==> src/rtl/sipo_ctrl_pkg.sv <==
// Shared types and line levels for the serial framing controller.
package sipo_ctrl_pkg;

    typedef enum logic [1:0] {
        IDLE = 2'd0,
        DATA = 2'd1,
        STOP = 2'd2
    } state_t;

    localparam logic START_LVL = 1'b1;
    localparam logic STOP_LVL  = 1'b0;

endpackage

==> src/rtl/sipo_shift.sv <==
// MSB-first serial-in/parallel-out shift register; the earliest bit ends in q[WIDTH-1].
module sipo_shift #(
    parameter int WIDTH = 4
) (
    input  logic             clk,
    input  logic             reset,
    input  logic             shift_en,
    input  logic             d,
    output logic [WIDTH-1:0] q
);

    always_ff @(posedge clk) begin
        if (reset)
            q <= '0;
        else if (shift_en)
            q <= {q[WIDTH-2:0], d};
    end

endmodule

==> src/rtl/sipo_frame_ctrl.sv <==
// Start/data/stop framing FSM around sipo_shift with a valid/ready output
// register and sticky overrun / framing-error flags.
module sipo_frame_ctrl
    import sipo_ctrl_pkg::*;
#(
    parameter int WIDTH = 4
) (
    input  logic             clk,
    input  logic             reset,
    input  logic             d,
    input  logic             en,
    input  logic             ready,
    input  logic             clr_err,
    output logic [WIDTH-1:0] q,
    output logic             valid,
    output logic             busy,
    output logic             overrun,
    output logic             frame_err
);

    localparam int CW = $clog2(WIDTH);
    localparam logic [CW-1:0] CNT_MAX = CW'(WIDTH - 1);

    state_t          state, state_nxt;
    logic [CW-1:0]   cnt, cnt_nxt;
    logic [WIDTH-1:0] sr;
    logic            shift_en;
    logic            stop_edge;
    logic            good;
    logic            out_free;
    logic            load;
    logic            ovr_set;
    logic            fe_set;

    sipo_shift #(.WIDTH(WIDTH)) u_shift (
        .clk      (clk),
        .reset    (reset),
        .shift_en (shift_en),
        .d        (d),
        .q        (sr)
    );

    always_ff @(posedge clk) begin
        if (reset) begin
            state <= IDLE;
            cnt   <= '0;
        end else begin
            state <= state_nxt;
            cnt   <= cnt_nxt;
        end
    end

    always_comb begin
        state_nxt = state;
        cnt_nxt   = cnt;
        shift_en  = 1'b0;
        stop_edge = 1'b0;
        unique case (state)
            IDLE: begin
                if (en && d == START_LVL) begin
                    state_nxt = DATA;
                    cnt_nxt   = '0;
                end
            end
            DATA: begin
                if (en) begin
                    shift_en = 1'b1;
                    // Counter wraps to 0 on the last data bit so it never exceeds WIDTH-1.
                    if (cnt == CNT_MAX) begin
                        state_nxt = STOP;
                        cnt_nxt   = '0;
                    end else begin
                        cnt_nxt = cnt + 1'b1;
                    end
                end
            end
            STOP: begin
                if (en) begin
                    stop_edge = 1'b1;
                    state_nxt = IDLE;
                end
            end
            default: state_nxt = IDLE;
        endcase
    end

    // A consumer taking the current word on this edge frees the slot for the new one.
    assign good     = stop_edge && (d == STOP_LVL);
    assign out_free = !valid || ready;
    assign load     = good && out_free;
    assign ovr_set  = good && !out_free;
    assign fe_set   = stop_edge && (d != STOP_LVL);

    always_ff @(posedge clk) begin
        if (reset) begin
            q         <= '0;
            valid     <= 1'b0;
            busy      <= 1'b0;
            overrun   <= 1'b0;
            frame_err <= 1'b0;
        end else begin
            busy <= (state_nxt != IDLE);
            if (load) begin
                q     <= sr;
                valid <= 1'b1;
            end else if (valid && ready) begin
                valid <= 1'b0;
            end
            if (ovr_set)
                overrun <= 1'b1;
            else if (clr_err)
                overrun <= 1'b0;
            if (fe_set)
                frame_err <= 1'b1;
            else if (clr_err)
                frame_err <= 1'b0;
        end
    end

endmodule

==> config.mk <==
export PLATFORM = sky130hd
export DESIGN_NAME = sipo_frame_ctrl
export DESIGN_NICKNAME = d
export VERILOG_FILES = /design/src/rtl/sipo_ctrl_pkg.sv /design/src/rtl/sipo_shift.sv /design/src/rtl/sipo_frame_ctrl.sv
export SDC_FILE = /design/constraint.sdc
export NUM_CORES = 1
export LEC_CHECK = 0
export CORE_ASPECT_RATIO = 0.75
export CORE_UTILIZATION = 35
export CTS_CLUSTER_DIAMETER = 100
export CTS_CLUSTER_SIZE = 12
export DETAILED_ROUTE_END_ITERATION = 8
export GPL_TIMING_DRIVEN = 1
export PLACE_DENSITY = 0.57
export SLEW_MARGIN = 5
export SYNTH_ARGS = -nofsm -noshare
export SYNTH_HDL_FRONTEND = slang
export SYNTH_HIERARCHICAL = 1
export SYNTH_SLANG_ARGS = --single-unit
==> constraint.sdc <==
create_clock -name clk -period 3.25 [get_ports clk]
set_input_delay 0.8125 -clock clk [delete_from_list [all_inputs] [get_ports clk]]
set_output_delay 0.8125 -clock clk [all_outputs]
set_load 0.01 [all_outputs]
==> impl_metrics.toml <==
[worst_hold_path]
worstHoldStart = "q[1]"
hold_path_class = "reg -> reg"
min_path_cells = 2
whs_endpoint = "q[1]"

[power]
p_int_w = 0.000280
power_density_mw_per_mm2 = 417
p_sw_frac = 0.200
pwr-share-comb = 0.065
irDropWorstVdd_uv = 237
p_clk_frac = 0.361
switchingPower_w = 0.0000701
seqPwrFrac = 0.574
power_leakage_nw = 0.292

[status]
status = "complete, no violations"

[timing]
worstMarginPinSlew_ns = 0.570
finalSetupViolCount = 0
finalWorstSetupSlack_ns = 1.16
rsz0062_at_grt = "no"
slew_headroom = 0.619
fmax_mhz = 479
slew_viol_final = 0
skew_ns = 0.00316
fin_crit_sh = 0.642
period_needed_ns = 2.09
final_hold_viol_count = 0
finalSetupTns_ns = 0

[critical_path]
worst-r2r-cell-count = 3
cp_cell_sequence = "clkdlybuf4s50_1 -> or4b_1 -> o21ai_2 -> or2_1"
slowest_stage = "clkdlybuf4s50_1"
cp-end-kind = "flop"
r2r_slack_ns = 1.92
critPathTopFamily = "simple AND/OR/NAND/NOR gates"
worstPathMaxFanout = 20
critPathKind = "in -> reg"
r2r_start = "state[0]"
crit_arrival_ns = 2.32
worst_path_largest_cell_delay_ns = 0.70
crit_buf_inv = 1
r2r-end = "q[3]"
startpoint_type = "primary input"
required_ns = 3.48

[die]
die_w_um = 52.1
rows = 13
fp.dieArea_mm2 = 0.00206
io-pin-count = 14
fp.dieH_um = 39.6
core_mm2 = 0.00176
start_util = 0.375

[drt]
wire_per_inst_um = 10.0
drc = 0
antenna_left = 0
dr_total_vias = 475
wirelength_mm = 1.03
via_per_inst = 4.61
first_iter_violations = 2
dr.pass1.iters = 2

[placement]
gp_congestion = 0.746
dp.cells = 99
dpl.hpwl_um = 741
pre_cts_ws_ns = 0.881
placement.io_buffers = 13

[synthesis]
synth.avg_cell_area_um2 = 9.84
synth_fp_nets = 74
yosys-top-cells-area = "dfxtp_1 (49%), mux2i_1 (12%), nand2b_1 (10%)"
synth-seq-cells = 16
syn_inst = 67
yosys.cell_types.count = 23
syn_area_um2 = 659
synth-seq-area-share = 0.486
synth_ff_type = "dfxtp_1"
async_reset_ff_frac = 0
synth_top_cell_area_share = 0.486
synth_top_area_cell = "dfxtp_1"
ys_warn_count = 6
synth_edf_count = 0

[layout]
multiInputGateArea_um2 = 318
final-seq-area_um2 = 320
most-common-layout-cells = "dfxtp_1 (16), clkdlybuf4s50_1 (13), nand2b_1 (11)"
nets = 89
final_common_cell = "dfxtp_1"
post-route-util = 0.478
diodes = 0
fillers = 165
stdcell_count = 103
syn_to_final_growth_pct = 27.3
layout-drive-gt1-share = 0.0741

[clocking]
htree_levels = 1
cts_tree = "done"
clk-insertion-delay-late_ns = 0.28
ctsResizeCount = 0
cts_sinks = 16
ctsHoldBuffers = 0
clk_pin_slew_ns = 0.09
cts_buffers = 3
clk_root_buffer_cell = "clkbuf_4"
cts_max_path_buffers = 2
cts_setup_buffers = 0

[global_route]
grt_usage = 0.119
grt_pass1_wl_mm = 1.63
grt-ovfl-total = 0
grt_max_degree = 21
antenna_found_initial = 0
grt_pass1_vias = 367

[run]
maxCapViolations = 0
==> per-stage QoR <==
step                area (um^2)  total power (W)  hold WS [ns]
floorplan                   659         0.000216         0.451
global placement            803         0.000228         0.464
detailed placement          803         0.000228         0.464
CTS                         840         0.000355         0.484
global route                840         0.000370         0.500
finish                      840         0.000350         0.477
==> how the worst max path moves through the flow <==
stage	end	start	cells past startpoint
final	busy	reset	4
after global routing	busy	reset	4
after CTS	busy	reset	4
after detailed placement	busy	reset	4
after global placement	busy	reset	4
after floorplan	busy	en	3
==> state kept, by name, summed over array words and instances, names as in the netlist <==
register / count
busy: 1
cnt: 2
frame_err: 1
overrun: 1
q: 4
state: 2
u_shift/q: 4
valid: 1
==> area by class of cell <==
class,instances,area share
flip-flops and latches,16,0.382
multi-input cells,46,0.379
well taps,22,0.0328
inverters,2,0.00894
repair buffers,13,0.155
clock buffers,4,0.0432
==> worst min-delay path, stage by stage (launching register included) <==
cell and delay [ns]:
dfxtp_1 0.32, nand2b_1 0.06, mux2i_1 0.06
==> power groups by stage <==
stage / Sequential [W] / Combinational, W / Clock [W]
2_1_floorplan: 0.000205 / 0.0000110 / 0
5_1_grt: 0.000202 / 0.0000247 / 0.000144
4_1_cts: 0.000201 / 0.0000228 / 0.000131
3_3_place_gp: 0.000205 / 0.0000228 / 0
6_report: 0.000201 / 0.0000227 / 0.000126
3_5_place_dp: 0.000206 / 0.0000227 / 0
==> cells in the mapped netlist, drive strengths merged (2+ instances only) <==
cell and instances:
a21oi 5, clkbuf 3, dfxtp 16, inv 2, mux2i 8, nand2b 11, nor2 5, nor2b 2
o21ai 3
==> cells by family after synthesis <==
logic type,Yosys count,share of synthesized area
mux,8,0.121
simple gates,28,0.266
buf+inv,5,0.0323
fa+ha+maj,1,0.0190
compound gates,9,0.0759
flops,16,0.486
==> per-layer routing <==
metal | vias up | GRT usage | wire length (um)
met4 | 0 | 0.0608 | 13
li1 | 255 | - | -
met3 | 2 | 0.0698 | 57
met1 | 208 | 0.157 | 582
met2 | 10 | 0.147 | 376
met5 | - | 0 | 0
(Power assumes the default switching activity.)
==> patch 1, RTL diff (same flow settings) <==
`WIDTH` is set to 4 in 2 places; all go to 8.
--- a/src/rtl/sipo_shift.sv
+++ b/src/rtl/sipo_shift.sv
@@ -1,5 +1,5 @@
 // MSB-first serial-in/parallel-out shift register; the earliest bit ends in q[WIDTH-1].
 module sipo_shift #(
-    parameter int WIDTH = 4
+    parameter int WIDTH = 8
 ) (
     input  logic             clk,
--- a/src/rtl/sipo_frame_ctrl.sv
+++ b/src/rtl/sipo_frame_ctrl.sv
@@ -4,5 +4,5 @@
     import sipo_ctrl_pkg::*;
 #(
-    parameter int WIDTH = 4
+    parameter int WIDTH = 8
 ) (
     input  logic             clk,
Ports: changed (resized q); port bits go from 14 to 18. The function was not compared with the original's and may differ.
==> patch 1 against the original RTL <==
Total power increased by 49%; combinational power increased by 34%; via count increased by 49%; first-iteration DRC count increased to 19 times the old value; count of clock-buffer cells in the layout unchanged; sequential cell count increased by 9; synthesized cell count increased by 54%; routed wire length increased by 72%; final area increased by 52%; clock skew increased by 0.0016 ns; setup slack got worse by 0.033 ns; sequential power increased by 55%; synthesized area increased by 58%; fmax decreased by 1.5%.
==> patch 1: results (changes against the original RTL) <==
| Metric | Value |
|---|---|
| Status | complete, no violations (unchanged) |
| Reg-to-reg endpoint | q[4]$_SDFFE_PP0P_ (was q[3]$_SDFFE_PP0P_) |
| Buffers on Ports | 17 (was 13) |
| Post-Synth Adder-Cell Area | 0.0240 (was 0.0190) |
| Gate Count Post-Synth | 103 (was 67) |
| Post-synth top cells | 25 x dfxtp_1, 19 x nand2b_1, 16 x mux2i_1 (was 16 x dfxtp_1, 11 x nand2b_1, 8 x mux2i_1) |
| Ys async rst share | 0 (unchanged) |
| Final HPWL DP | 1260 um (was 741 um) |
| First-pass GRT wire length | 2890 um (was 1630 um) |
| Routed vias | 707 (was 475) |
| Worst hold path endpoint | q[2]$_SDFFE_PP0P_ (was q[1]$_SDFFE_PP0P_) |
| Synth unique cells | 24 (was 23) |
| Largest net degree at the start of global routing | 23 (was 21) |
| Peak VDD IR | 0.276 mV (was 0.237 mV) |
| Initial detailed-routing violation count | 38 (was 2) |
| Hold_sp | q[2]$_SDFFE_PP0P_ (was q[1]$_SDFFE_PP0P_) |
| Gr usage total | 0.119 (about the same) |
| DRT Wirelength | 1770 um (was 1030 um) |
| Proportion of synthesized area in mux cells | 0.153 (was 0.121) |
| R2r setup slk | 1.83 ns (was 1.92 ns) |
| Slew headroom | 0.646 (was 0.619) |
| Synth top area cells | dfxtp_1 48%, mux2i_1 15%, nand2b_1 11% (was dfxtp_1 49%, mux2i_1 12%, nand2b_1 10%) |
| Fraction of layout cells with a size suffix above 1 | 0.0840 (was 0.0741) |
| Placer Congestion | 0.747 (was 0.746) |
| Inst Count DP | 151 (was 99) |
| Root Buffer | clkbuf_8 (was clkbuf_4) |
| Post-synthesis compound-gate area fraction | 0.0647 (was 0.0759) |
| Largest regs | q x8, u_shift/q x8, cnt x3 (was q x4, u_shift/q x4) |
| P_leak | 0.423 nW (was 0.292 nW) |
| Skew final | 0.00474 ns (was 0.00316 ns) |
| P_sw | 0.000109 W (was 0.0000701 W) |
| Pre-Repair DR Iteration Count | 4 (was 2) |
| Register area share after synthesis | 0.479 (was 0.486) |
| Clock transition at path regs | ~0.080 ns |
| Post-DR wirelength/cell | 11.4 um (was 10.0 um) |
| Clock Latency Late Sink | 0.26 ns (was 0.28 ns) |
| CTS buffer count | 3 (unchanged) |
| Nets | 128 (was 89) |
| Critical-path maximum fanout | 8 (was 20) |
| Syn_nets | 111 (was 74) |
## patch 1: cell types whose count changed after synthesis, moves of 2 or more
cell,delta
clkbuf_2,-2
nand2_1,+2
buf_6,+2
mux2i_1,+8
nand2b_1,+8
nor2_1,+6
dfxtp_1,+9
## patch 1: power by group through the flow
stage / combinational [W] / sequential [W] / clock (W)
floorplan: 0.0000183 / 0.000318 / 0
global placement: 0.0000305 / 0.000318 / 0
global route: 0.0000330 / 0.000312 / 0.000203
CTS: 0.0000308 / 0.000311 / 0.000187
detailed placement: 0.0000305 / 0.000318 / 0
finish: 0.0000304 / 0.000311 / 0.000180
## patch 1: metal layers
layer / global-route usage / wire, um / vias up
li1: - / - / 374
met1: 0.168 / 939 / 313
met2: 0.165 / 715 / 18
met3: 0.0491 / 103 / 2
met4: 0.0326 / 13 / 0
met5: 0 / 0 / -
## patch 1: cell families after synthesis
logic type / after synthesis
and+or+nand+nor: 41
DFF: 25
muxes: 16
AOI/OAI and AO/OA: 12
buffers and inverters: 7
adders and majority gates: 2
## patch 1: worst max-delay path, cell delays in order
cell and delay (ns):
clkdlybuf4s50_1 0.48, nand4bb_2 0.31, nor2b_2 0.47, mux2i_1 0.24
## patch 1: final cells by class
type	count	area, um^2
clock buffer	4	45.0
multi-input combinational	71	502
fill	282	1450
timing repair buffer	18	178
tap	36	45.0
inverter	1	3.75
sequential	25	500
## patch 1: worst max path at each step
| stage | endpoint | cells after the start | start |
|---|---|---|---|
| 6_report | q[4]$_SDFFE_PP0P_ | 4 | d |
| 3_3_place_gp | q[2]$_SDFFE_PP0P_ | 4 | d |
| 3_5_place_dp | q[5]$_SDFFE_PP0P_ | 4 | d |
| 2_1_floorplan | u_shift/q[0]$_SDFFE_PP0P_ | 5 | en |
| 4_1_cts | q[5]$_SDFFE_PP0P_ | 4 | d |
| 5_1_grt | q[0]$_SDFFE_PP0P_ | 4 | d |
## patch 1: through the flow
step	total power (W)	setup slack (ns)	cell area, um^2	hold WS [ns]
2_1_floorplan	0.000337	1.67	1040	0.451
6_report	0.000521	1.13	1270	0.472
4_1_cts	0.000529	1.12	1270	0.473
5_1_grt	0.000548	1.01	1270	0.497
3_5_place_dp	0.000349	0.819	1230	0.459
3_3_place_gp	0.000349	0.865	1230	0.461
==> patch 2, RTL diff (same flow settings) <==
Without the edit above. Encoding of `state_t`: now one-hot (3 bits for 3 states).
--- a/src/rtl/sipo_ctrl_pkg.sv
+++ b/src/rtl/sipo_ctrl_pkg.sv
@@ -2,8 +2,8 @@
 package sipo_ctrl_pkg;
 
-    typedef enum logic [1:0] {
-        IDLE = 2'd0,
-        DATA = 2'd1,
-        STOP = 2'd2
+    typedef enum logic [2:0] {
+        IDLE = 3'b001,
+        DATA = 3'b010,
+        STOP = 3'b100
     } state_t;
 
Formal check against the unedited RTL: no difference found for any inputs over 10 cycles, from zero or initial values and one cycle with reset high; not proved beyond that.
==> patch 2 against the original RTL <==
Setup slack better by 0.048 ns; synthesized area grew 13%; total power decreased by 0.29%; synthesized cell count grew 10%; sequential share of layout area shrank 1.3 points; final area rose by 10%; first-iteration DRC count increased by 100%; sequential cell count is 1 higher; routed wire length rose by 36%; clock power decreased by 9.5%; critical path type unchanged; critical endpoint is now q[3]$_SDFFE_PP0P_; largest power group unchanged.
==> patch 2: results (changes against the original RTL) <==
| Metric | Value |
|---|---|
| Status | complete, no violations (unchanged) |
| Fraction of layout cells with a size suffix above 1 | 0.0674 (was 0.0741) |
| Pre-Repair DR Iteration Count | 3 (was 2) |
| Peak VDD IR | 0.276 mV (was 0.237 mV) |
| Final HPWL DP | 983 um (was 741 um) |
| Critical-path maximum fanout | 8 (was 20) |
| First-pass GRT wire length | 2420 um (was 1630 um) |
| P_leak | 0.311 nW (was 0.292 nW) |
| Slew headroom | 0.569 (was 0.619) |
| Post-synth top cells | 17 x dfxtp_1, 10 x nand2b_1, 9 x nor2_1 (was 16 x dfxtp_1, 11 x nand2b_1, 8 x mux2i_1) |
| Gr usage total | 0.139 (was 0.119) |
| Inst Count DP | 109 (was 99) |
| Vias in the first global route | 524 (was 367) |
| Largest regs | q x4, u_shift/q x4, state x3 (was q x4, u_shift/q x4) |
| CP max stage delay | 0.61 ns (was 0.70 ns) |
| Nets | 97 (was 89) |
| Skew final | 0.000720 ns (was 0.00316 ns) |
| Post-DR wirelength/cell | 12.4 um (was 10.0 um) |
| Mapped Avg Cell Area | 10.1 um^2 (was 9.84 um^2) |
| Largest net degree at the start of global routing | 22 (was 21) |
| Via/cell ratio | 4.98 (was 4.61) |
| CP Data Arrival Time | 2.26 ns (was 2.32 ns) |
| Synth top area cells | dfxtp_1 46%, mux2i_1 11%, nand2b_1 8.4% (was dfxtp_1 49%, mux2i_1 12%, nand2b_1 10%) |
| Syn_nets | 81 (was 74) |
| Register area share after synthesis | 0.456 (was 0.486) |
patch 2: changes by cell type in the layout (fill, tap and decap cells not counted), sizes merged, moves of 2 or more:
cell / unedited run / this run
o21ai: 3 / 0
a32oi: 0 / 4
nand2: 1 / 3
nor2: 5 / 9
nor3b: 0 / 3
patch 2: power by group through the flow:
stage	sequential, W	clock (W)	combinational [W]
2_1_floorplan	0.000217	0	0.00000965
3_3_place_gp	0.000217	0	0.0000219
4_1_cts	0.000213	0.000119	0.0000219
5_1_grt	0.000213	0.000127	0.0000238
6_report	0.000213	0.000114	0.0000219
3_5_place_dp	0.000217	0	0.0000217
patch 2: worst paths after layout:
| kind | startpoint | endpoint | slack [ns] | cells after the start |
|---|---|---|---|---|
| max | en | q[3]$_SDFFE_PP0P_ | 1.21 | 4 |
| min | q[2]$_SDFFE_PP0P_ | q[2]$_SDFFE_PP0P_ | 0.48 | 2 |
| max reg2reg | state[2]$_SDFF_PP0_ | q[3]$_SDFFE_PP0P_ | 1.77 | 3 |
| min reg2reg | q[2]$_SDFFE_PP0P_ | q[2]$_SDFFE_PP0P_ | 0.48 | 2 |
patch 2: metal layers:
metal	share of wire	up-vias	track usage
met2	0.37	13	0.169
met4	0.013	0	0.0600
met5	0	-	0
li1	-	293	-
met1	0.56	255	0.199
met3	0.061	2	0.0710
patch 2: kinds of logic after synthesis:
kind of cell	share of synthesized area
mux	0.107
buf+inv	0.0168
simple gates	0.277
flops	0.456
fa+ha+maj	0.0168
compound gates	0.126
patch 2: metrics by stage:
| stage | hold WS [ns] | instance area (um^2) |
|---|---|---|
| 2_1_floorplan | 0.449 | 746 |
| 3_3_place_gp | 0.460 | 897 |
| 3_5_place_dp | 0.468 | 897 |
| 4_1_cts | 0.485 | 923 |
| 5_1_grt | 0.517 | 923 |
| 6_report | 0.481 | 923 |
patch 2: final cells by class:
cell class | count | area (um^2)
Fill cell | 200 | 1090
Clock buffer | 4 | 26.3
Multi-Input combinational cell | 54 | 393
Timing Repair Buffer | 13 | 130
Sequential cell | 17 | 340
Tap cell | 24 | 30.0
Inverter | 1 | 3.75
patch 2: worst max-delay path, delay by kind of cell:
family,cells,cell delay (ns)
buffers and inverters,1,0.61
muxes,1,0.23
and+or+nand+nor,2,0.60
